`src/rtl/queue_ctrl_2x111_pkg.sv`:
```
// Shared sizing helpers and default geometry for the ready/valid queue family.
package queue_pkg;

    localparam int QUEUE_DEPTH_DEFAULT = 2;
    localparam int QUEUE_WIDTH_DEFAULT = 111;

    // A single-entry queue still needs a 1-bit pointer; it is tied to zero.
    function automatic int PtrW(input int depth);
        return (depth > 1) ? $clog2(depth) : 1;
    endfunction

    function automatic int CountW(input int depth);
        return $clog2(depth + 1);
    endfunction

endpackage

```
`src/rtl/queue_ctrl_2x111_if.sv`:
```
// Enqueue/dequeue handshake bundle; master is the producer/consumer side, slave is the queue.
interface queue_ctrl_2x111_if
    import queue_pkg::*;
#(
    parameter int DEPTH = QUEUE_DEPTH_DEFAULT,
    parameter int WIDTH = QUEUE_WIDTH_DEFAULT
);
    logic                       io_enq_ready;
    logic                       io_enq_valid;
    logic [WIDTH-1:0]           io_enq_bits;
    logic                       io_deq_ready;
    logic                       io_deq_valid;
    logic [WIDTH-1:0]           io_deq_bits;
    logic [CountW(DEPTH)-1:0]   io_count;

    modport master (
        input  io_enq_ready, io_deq_valid, io_deq_bits, io_count,
        output io_enq_valid, io_enq_bits, io_deq_ready
    );

    modport slave (
        output io_enq_ready, io_deq_valid, io_deq_bits, io_count,
        input  io_enq_valid, io_enq_bits, io_deq_ready
    );
endinterface

```
`src/rtl/queue_ctrl_2x111_ram.sv`:
```
// Two-port storage array: posedge write port, combinational read port. Holds no control state.
module ram_2x111
    import queue_pkg::*;
#(
    parameter int DEPTH = QUEUE_DEPTH_DEFAULT,
    parameter int WIDTH = QUEUE_WIDTH_DEFAULT
) (
    input  logic [PtrW(DEPTH)-1:0] R0_addr,
    input  logic                   R0_en,
    input  logic                   R0_clk,
    output logic [WIDTH-1:0]       R0_data,
    input  logic [PtrW(DEPTH)-1:0] W0_addr,
    input  logic                   W0_en,
    input  logic                   W0_clk,
    input  logic [WIDTH-1:0]       W0_data
);
    logic [WIDTH-1:0] mem [DEPTH];

    // The read port is asynchronous, so its clock has nothing to time.
    logic unused_r0_clk;
    assign unused_r0_clk = R0_clk;

    // NOTE: the array has no reset; validity is tracked by the controller, and
    // a resettable memory would prevent mapping onto RAM macros.
    always_ff @(posedge W0_clk) begin
        if (W0_en) begin
            mem[W0_addr] <= W0_data;
        end
    end

    assign R0_data = R0_en ? mem[R0_addr] : '0;
endmodule

```
`src/rtl/queue_ctrl_2x111.sv`:
```
// Decoupled FIFO controller: pointers, full/empty tracking and the handshake around a 1R/1W array.
module queue_ctrl_2x111
    import queue_pkg::*;
#(
    parameter int DEPTH = QUEUE_DEPTH_DEFAULT,
    parameter int WIDTH = QUEUE_WIDTH_DEFAULT,
    parameter bit PIPE  = 1'b0,
    parameter bit FLOW  = 1'b0
) (
    input  logic               clock,
    input  logic               reset,
    queue_ctrl_2x111_if.slave  io
);
    localparam int PW = PtrW(DEPTH);
    localparam int CW = CountW(DEPTH);

    logic [PW-1:0]    enq_ptr;
    logic [PW-1:0]    deq_ptr;
    logic             maybe_full;
    logic             ptr_match;
    logic             empty;
    logic             full;
    logic             do_enq;
    logic             do_deq;
    logic             w0_en;
    logic [WIDTH-1:0] r0_data;

    // Explicit wrap so non-power-of-2 depths never index past the last entry.
    function automatic logic [PW-1:0] next_ptr(input logic [PW-1:0] p);
        return (p == PW'(DEPTH - 1)) ? '0 : p + PW'(1);
    endfunction

    assign ptr_match = (enq_ptr == deq_ptr);
    assign empty     = ptr_match & ~maybe_full;
    assign full      = ptr_match & maybe_full;

    // NOTE: every output of this block gets a default first, so no path leaves
    // a value unassigned and no latch is inferred.
    always_comb begin
        io.io_enq_ready = ~full | (PIPE & io.io_deq_ready);
        io.io_deq_valid = ~empty;
        io.io_deq_bits  = r0_data;
        do_enq          = io.io_enq_ready & io.io_enq_valid;
        do_deq          = 1'b0;
        if (FLOW && empty) begin
            io.io_deq_valid = io.io_enq_valid;
            io.io_deq_bits  = io.io_enq_bits;
        end
        do_deq = io.io_deq_ready & io.io_deq_valid;
        // A beat that bypasses an empty queue never touches the array.
        if (FLOW && empty && io.io_deq_ready) begin
            do_enq = 1'b0;
            do_deq = 1'b0;
        end
    end

    always_comb begin
        io.io_count = '0;
        if (ptr_match) begin
            io.io_count = maybe_full ? CW'(DEPTH) : '0;
        end else if (enq_ptr > deq_ptr) begin
            io.io_count = CW'(enq_ptr) - CW'(deq_ptr);
        end else begin
            io.io_count = CW'(DEPTH) + CW'(enq_ptr) - CW'(deq_ptr);
        end
    end

    // NOTE: state registers use non-blocking assignments so every flop samples
    // pre-edge values regardless of statement order.
    always_ff @(posedge clock) begin
        if (reset) begin
            enq_ptr    <= '0;
            deq_ptr    <= '0;
            maybe_full <= 1'b0;
        end else begin
            if (do_enq) begin
                enq_ptr <= next_ptr(enq_ptr);
            end
            if (do_deq) begin
                deq_ptr <= next_ptr(deq_ptr);
            end
            if (do_enq != do_deq) begin
                maybe_full <= do_enq;
            end
        end
    end

    // A beat offered during reset must not land in the array.
    assign w0_en = do_enq & ~reset;

    ram_2x111 #(
        .DEPTH (DEPTH),
        .WIDTH (WIDTH)
    ) u_ram (
        .R0_addr (deq_ptr),
        .R0_en   (1'b1),
        .R0_clk  (clock),
        .R0_data (r0_data),
        .W0_addr (enq_ptr),
        .W0_en   (w0_en),
        .W0_clk  (clock),
        .W0_data (io.io_enq_bits)
    );
endmodule

```
`src/flat_wrapper.sv`:
```
// flat-port wrapper written by rule: the top's interface ports become plain ports
module queue_ctrl_2x111_flat import queue_pkg::*;
#(
    parameter int DEPTH = QUEUE_DEPTH_DEFAULT,
    parameter int WIDTH = QUEUE_WIDTH_DEFAULT,
    parameter bit PIPE  = 1'b0,
    parameter bit FLOW  = 1'b0
)
  (clock, reset, io_io_enq_ready, io_io_deq_valid, io_io_deq_bits, io_io_count, io_io_enq_valid, io_io_enq_bits, io_io_deq_ready);
  queue_ctrl_2x111_if #(.DEPTH(DEPTH), .WIDTH(WIDTH)) io_i ();
  input  logic clock;
  input  logic reset;
  output wire logic [$bits(io_i.io_enq_ready)-1:0] io_io_enq_ready;
  output wire logic [$bits(io_i.io_deq_valid)-1:0] io_io_deq_valid;
  output wire logic [$bits(io_i.io_deq_bits)-1:0] io_io_deq_bits;
  output wire logic [$bits(io_i.io_count)-1:0] io_io_count;
  input wire logic [$bits(io_i.io_enq_valid)-1:0] io_io_enq_valid;
  input wire logic [$bits(io_i.io_enq_bits)-1:0] io_io_enq_bits;
  input wire logic [$bits(io_i.io_deq_ready)-1:0] io_io_deq_ready;
  assign io_io_enq_ready = io_i.io_enq_ready;
  assign io_io_deq_valid = io_i.io_deq_valid;
  assign io_io_deq_bits = io_i.io_deq_bits;
  assign io_io_count = io_i.io_count;
  assign io_i.io_enq_valid = io_io_enq_valid;
  assign io_i.io_enq_bits = io_io_enq_bits;
  assign io_i.io_deq_ready = io_io_deq_ready;
  queue_ctrl_2x111 #(.DEPTH(DEPTH), .WIDTH(WIDTH), .PIPE(PIPE), .FLOW(FLOW)) u_core (.clock(clock), .reset(reset), .io(io_i));
endmodule
```
`config.mk`:
```
export PLATFORM = sky130hd
export DESIGN_NAME = queue_ctrl_2x111_flat
export DESIGN_NICKNAME = d
export VERILOG_FILES = /design/src/rtl/queue_ctrl_2x111_pkg.sv /design/src/rtl/queue_ctrl_2x111_if.sv /design/src/rtl/queue_ctrl_2x111_ram.sv /design/src/rtl/queue_ctrl_2x111.sv /design/src/flat_wrapper.sv
export SDC_FILE = /design/constraint.sdc
export NUM_CORES = 1
export LEC_CHECK = 0
export ABC_AREA = 1
export BUFFER_PORTS_ARGS = -buffer_cell sky130_fd_sc_hd__buf_4
export CORE_MARGIN = 10
export CORE_UTILIZATION = 45
export CTS_BUF_LIST = sky130_fd_sc_hd__clkbuf_8
export DETAILED_ROUTE_END_ITERATION = 8
export PLACE_DENSITY = 0.73
export SLEW_MARGIN = 20
export SYNTH_ARGS = -nofsm -noshare
export SYNTH_HDL_FRONTEND = slang
export SYNTH_SLANG_ARGS = --single-unit
```
`constraint.sdc`:
```
create_clock -name clock -period 21.8 [get_ports clock]
set_input_delay 4.36 -clock clock [delete_from_list [all_inputs] [get_ports clock]]
set_output_delay 4.36 -clock clock [all_outputs]
set_load 0.01 [all_outputs]
```
==> results.sh, run 1 <==
export IMPL_yosys_top_cells_area="edfxtp_1 81%, mux2_2 15%, buf_6 1.4%, dfxtp_1 0.97%, nand2_1 0.41%"
export IMPL_grt_overflow_total=0
export IMPL_arrival_ps=2780
export IMPL_p_leak_nw=4.033
export IMPL_crit_slowest_cell="dfxtp_4"
export IMPL_clk_path_buf_depth=3
export IMPL_clock_latency_ps=510
export IMPL_path_cells="buf_4 > mux2_2 > buf_4"
export IMPL_period_needed_ps=7140
export IMPL_ys_flop_type="edfxtp_1"
export IMPL_cp_start_kind="register"
export IMPL_hold_slack_ps=559.0
export IMPL_synth_yosys_seq_area_share_pct=81.88
export IMPL_initial_core_util_pct=45.87
export IMPL_grt_max_degree=61
export IMPL_cellPowerDensity_nw_per_um2=88.13
export IMPL_r2r_start="u_core.enq_ptr$_SDFFE_PP0P_"
export IMPL_drtIter0Drc=220
export IMPL_numCtsBuffers=37
export IMPL_max_freq_mhz=140.1
export IMPL_clkPwrFrac_pct=33.2
export IMPL_worstMarginPinSlew_ps=862.4
export IMPL_async_flop_share_pct=0
export IMPL_die_area_um2=24120
export IMPL_grtUsageTotal_pct=14.23
export IMPL_synth_most_common_cell="edfxtp_1"
export IMPL_drc=0
export IMPL_ir_drop_mv=0.05102
export IMPL_synth_cells=376
export IMPL_routed_wirelength_um=17840
export IMPL_final_nets=751
export IMPL_grt_pass1_vias=5004
export IMPL_vias=4354
export IMPL_netlist_area_um2=8239
export IMPL_combPwrFrac_pct=13.2
export IMPL_synth_edf_count=222
export IMPL_antenna_found_initial=0
export IMPL_path_class="register to output pin"
export IMPL_die_w_um=155.3
export IMPL_placed_area_um2=10160
export IMPL_grt_pass1_wl_um=26990
export IMPL_power_internal_uw=732.7
export IMPL_io_buffer_count=229
export IMPL_core_area_um2=17960
export IMPL_post_dp_hpwl_um=12060
export IMPL_finalSetupViolations=0
export IMPL_yosysWarnings=0
export IMPL_fin_skew_ps=10.86
export IMPL_htreeDepth=2
export IMPL_clkTransAtPathRegs_ps=60
export IMPL_synth_top_area_share_pct=80.91
export IMPL_cts_resized=0
export IMPL_seqPwrFrac_pct=53.5
export IMPL_syn_to_final_growth_pct=31.07
export IMPL_final_area_um2=10800
export IMPL_status="completed"
export IMPL_cts_sinks=226
export IMPL_ioPinCount=230
export IMPL_cp_slowest_stage_delay_ps=770
export IMPL_worstHoldStart="u_core.enq_ptr$_SDFFE_PP0P_"
export IMPL_cp_required_ps=17440
export IMPL_synth_seq_cells=226
export IMPL_wl_per_cell_um=20.04
export IMPL_antenna_left=0
export IMPL_rsz0062_at_grt="no"
export IMPL_cp_common_cell="buf_4"
export IMPL_final_cells=890
export IMPL_p_switching_uw=219.1
export IMPL_rows=49
export IMPL_gp_congestion=0.8257
export IMPL_cts_tree="yes"
export IMPL_syn_avg_cell_area_um2=21.91
export IMPL_fin_crit_sh_pct=32.75
export IMPL_syn_num_nets=491
export IMPL_synth_distinct_cells=14
export IMPL_synthTopCellsByCount="222 x edfxtp_1, 111 x mux2_2, 10 x buf_6, 9 x nand2_1, 6 x inv_1"
export IMPL_cts_root_buf="clkbuf_8"
export IMPL_cap_violations=0
export IMPL_antenna_cells=0
export IMPL_drt_first_pass_iters=5
export IMPL_min_path_type="register to register"
export IMPL_fillers=1309
export IMPL_viasPerCell=4.892
export IMPL_finalHoldViolCount=0
export IMPL_drive_above_1_share_pct=58.85
export IMPL_cts_hold_buf=0
export IMPL_p_sw_share_pct=23.02
export IMPL_die_h_um=155.3
export IMPL_synth_area_leader_cell="edfxtp_1"
export IMPL_utilization_pct=60.12
export IMPL_placedCellCount=826
export IMPL_critPathMaxFanout=60
export IMPL_cp_end_kind="output pin"
export IMPL_finalSetupTns_ps=0
export IMPL_slew_viol_final=0
export IMPL_cts_setup_buffers=0
export IMPL_r2r_slack_ps=18890
export IMPL_slew_headroom_pct=42.51
[power groups by stage]
stage | logic [mW] | registers [mW] | clock network, mW
after floorplan | 0.0670 | 0.515 | 0
after global placement | 0.126 | 0.517 | 0
after detailed placement | 0.128 | 0.519 | 0
after CTS | 0.129 | 0.510 | 0.328
after global routing | 0.135 | 0.512 | 0.347
final | 0.126 | 0.510 | 0.316
[cell usage in the layout (no fill, tap or decap)]
cell type,Yosys,routed
clkbuf_8,0,39
nand3_1,3,3
a21oi_1,2,2
dfxtp_1,4,3
inv_1,6,16
edfxtp_1,222,222
nor3_2,0,1
nand2_1,9,9
inv_4,0,1
or2_2,1,1
clkinv_2,0,1
nand4_1,2,2
clkinvlp_4,0,1
mux2_2,111,111
nor2_1,2,2
o211ai_1,1,1
clkinv_1,0,12
dfxtp_4,0,1
buf_4,0,233
[final cells by class]
type	instances	area, um2	share of cell area, %
clock inverters	25	98.84	0.9153
clock buffers	39	536.8	4.970
flip-flops and latches	226	6750	62.51
multi-input cells	132	1353	12.52
inverters	6	25.02	0.2317
repair buffers	233	1749	16.20
well taps	229	286.5	2.653
[per-layer routing]
metal / track usage, % / up-vias / share of wire [%]
met4: 5.036 / 0 / 2.1
met5: 0 / - / 0
met3: 6.727 / 31 / 11
li1: - / 2009 / -
met2: 23.53 / 205 / 50
met1: 15.75 / 2109 / 38
[flip-flops by register name (all words and copies together) (netlist names), named ones only]
register,flops
u_core.u_ram.mem,222
u_core.deq_ptr,1
u_core.enq_ptr,1
u_core.maybe_full,1
[worst paths after layout]
path,to,cells past startpoint
max,io_io_deq_bits[8],3
min,u_core.enq_ptr$_SDFFE_PP0P_,2
max reg2reg,u_core.u_ram.mem[1][108]$_DFFE_PP_,7
min reg2reg,u_core.enq_ptr$_SDFFE_PP0P_,2
[worst max-delay path, delay by kind of cell, from the launching register on]
family / cells / cell delay (ps)
flip-flops: 1 / 770
multiplexers: 1 / 450
buffers and inverters: 2 / 880
[per-stage QoR]
step | total power, mW | worst slack [ps]
2_1_floorplan | 0.5820 | 9143
3_3_place_gp | 0.6430 | 15190
3_5_place_dp | 0.6466 | 15150
4_1_cts | 0.9668 | 14560
5_1_grt | 0.9938 | 14510
6_report | 0.9518 | 14660
[cells by family after synthesis]
group / Yosys count / synth area share [%]
AND/OR/NAND/NOR: 18 / 0.9718
multiplexers: 111 / 15.17
AO/OA/AOI/OAI: 3 / 0.2126
buffers and inverters: 18 / 1.762
flip-flops: 226 / 81.88
No activity file was read; power rests on OpenSTA's default activity.
==> run 2: changes to the inputs <==
clock period = 7.25 ns   (was 21.8 ns; I/O delays follow)
==> run 2 against run 1 <==
Critical path depth unchanged; clock power rose to 3.0 times the previous value; routed wire length grew 1.6%; die area unchanged; count of clock-buffer cells in the layout down 1; flip-flop and latch count did not move; setup slack got worse by 12000 ps.
==> results.sh, run 2 (synthesis gave the netlist of run 1 again) <==
export IMPL_hold_path_endpoint="u_core.enq_ptr$_SDFFE_PP0P_"
export IMPL_antenna_left=0
export IMPL_grt_pass1_vias=4918
export IMPL_crit_slowest_cell="buf_4"
export IMPL_regMostFlops="u_core.u_ram.mem"
export IMPL_finalSetupTns_ps=0
export IMPL_cp_required_ps=5800
export IMPL_rows=49
export IMPL_final_common_cell="buf_4"
export IMPL_numCtsBuffers=36
export IMPL_drtIter0Drc=184
export IMPL_clk_path_buf_depth=3
export IMPL_drt_first_pass_iters=4
export IMPL_path_cells="buf_4 > mux2_2 > buf_4"
export IMPL_r2r_start="u_core.enq_ptr$_SDFFE_PP0P_"
export IMPL_ioPinCount=230
export IMPL_wirelength_met1_um=7114
export IMPL_drc=0
export IMPL_die_w_um=155.3
export IMPL_grt_overflow_total=0
export IMPL_max_freq_mhz=241.5
export IMPL_placedCellCount=826
export IMPL_final_cell_mix="233 x buf_4, 222 x edfxtp_1, 111 x mux2_2, 38 x clkbuf_8, 16 x inv_1"
export IMPL_final_area_um2=10810
export IMPL_cp_start_kind="register"
export IMPL_r2r_slack_ps=4330
export IMPL_worstHoldStart="u_core.enq_ptr$_SDFFE_PP0P_"
export IMPL_grtUsageTotal_pct=14.24
export IMPL_min_path_type="register to register"
export IMPL_final_nets=750
export IMPL_placed_area_um2=10170
export IMPL_syn_to_final_growth_pct=31.16
export IMPL_slew_headroom_pct=42.09
export IMPL_path_class="register to output pin"
export IMPL_min_path_cells=2
export IMPL_drive_above_1_share_pct=58.91
export IMPL_ir_drop_mv=0.2386
export IMPL_r2r_cells=7
export IMPL_vias=4365
export IMPL_rsz0062_at_grt="no"
export IMPL_cellPowerDensity_nw_per_um2=264.3
export IMPL_top_layer="met4"
export IMPL_wl_per_cell_um=20.31
export IMPL_dr_wl_met3_um=1907
export IMPL_htreeDepth=2
export IMPL_final_cells=892
export IMPL_worstMarginPinSlew_ps=868.7
export IMPL_cts_setup_buffers=0
export IMPL_fin_crit_sh_pct=57.11
export IMPL_routed_wirelength_um=18110
export IMPL_arrival_ps=2690
export IMPL_io_buffer_count=229
export IMPL_finalSetupViolations=0
export IMPL_largest_register_ffs=222
export IMPL_slew_viol_final=0
export IMPL_cts_root_buf="clkbuf_8"
export IMPL_gp_congestion=0.7473
export IMPL_post_dp_hpwl_um=12210
export IMPL_critPathMaxFanout=65
export IMPL_grt_pass1_wl_um=27300
export IMPL_p_leak_nw=4.034
export IMPL_cts_hold_buf=0
export IMPL_cp_end_kind="output pin"
export IMPL_finalHoldViolCount=0
export IMPL_period_needed_ps=4141
export IMPL_fillers=1357
export IMPL_timing_rr_end="u_core.u_ram.mem[1][107]$_DFFE_PP_"
export IMPL_fin_skew_ps=9.362
export IMPL_cp_common_cell="buf_4"
export IMPL_initial_core_util_pct=45.87
export IMPL_cts_resized=0
export IMPL_die_area_um2=24120
export IMPL_grt_max_degree=66
export IMPL_viasPerCell=4.893
export IMPL_core_area_um2=17960
export IMPL_cap_violations=0
export IMPL_clkTransAtPathRegs_ps=60
export IMPL_status="completed"
export IMPL_clock_latency_ps=500
export IMPL_die_h_um=155.3
export IMPL_cp_slowest_stage_delay_ps=780
export IMPL_antenna_found_initial=1
export IMPL_cts_sinks=226
export IMPL_met2_length_um=8793
export IMPL_cts_tree="yes"
## run 2: cell count changes in the layout (fill, tap and decap cells not counted)
cell        delta
clkbuf_8       -1
clkinv_2       +1
clkinvlp_4     +1
diode_2        +1
nor3_2         -1
nor3_4         +1
## run 2: worst max-delay path by stage
stage / start / endpoint / slack [ps] / cells past startpoint
floorplan: io_io_enq_valid / u_core.u_ram.mem[1][0]$_DFFE_PP_ / 910 / 2
global route: register / io_io_deq_bits[4] / 2930 / 3
CTS: register / io_io_deq_bits[94] / 3030 / 3
finish: register / io_io_deq_bits[4] / 3110 / 3
global placement: register / io_io_deq_bits[94] / 3620 / 3
detailed placement: register / io_io_deq_bits[94] / 3590 / 3
## run 2: report_power, final
| part | internal, mW | switching (mW) |
|---|---|---|
| sequential | 1.50 | 0.0272 |
| combinational | 0.206 | 0.174 |
| clock | 0.485 | 0.460 |
## run 2: layer usage
layer	vias to the layer above	global-route usage (%)
met1	2127	17.02
li1	2015	-
met4	0	4.234
met5	-	0
met2	196	22.62
met3	27	6.589
## run 2: worst max-delay path, delay by kind of cell, from the launching register on
family | cells | cell delay (ps)
buffers and inverters | 2 | 930
DFF | 1 | 760
muxes | 1 | 440
## run 2: per-stage QoR
stage                     hold slack (ps)  power, mW  util [%]  setup slack (ps)
after detailed placement            502.2      1.944     56.61              3594
after CTS                           511.5      2.902     60.14              3031
after global routing                558.3      3.003     60.14              2932
after floorplan                     470.3      1.748         -             910.1
after global placement              488.5      1.933     56.61              3624
final                               520.6      2.856     60.16              3109
## run 2: layout make-up
cell class | count | area (um2) | share of cell area (%)
timing repair buffer | 233 | 1749 | 16.19
multi-input combinational | 132 | 1359 | 12.57
clock inverter | 27 | 111.4 | 1.030
clock buffer | 38 | 523.0 | 4.840
tap | 229 | 286.5 | 2.651
sequential | 226 | 6750 | 62.46
inverter | 6 | 25.02 | 0.2316
antenna | 1 | 2.502 | 0.02316
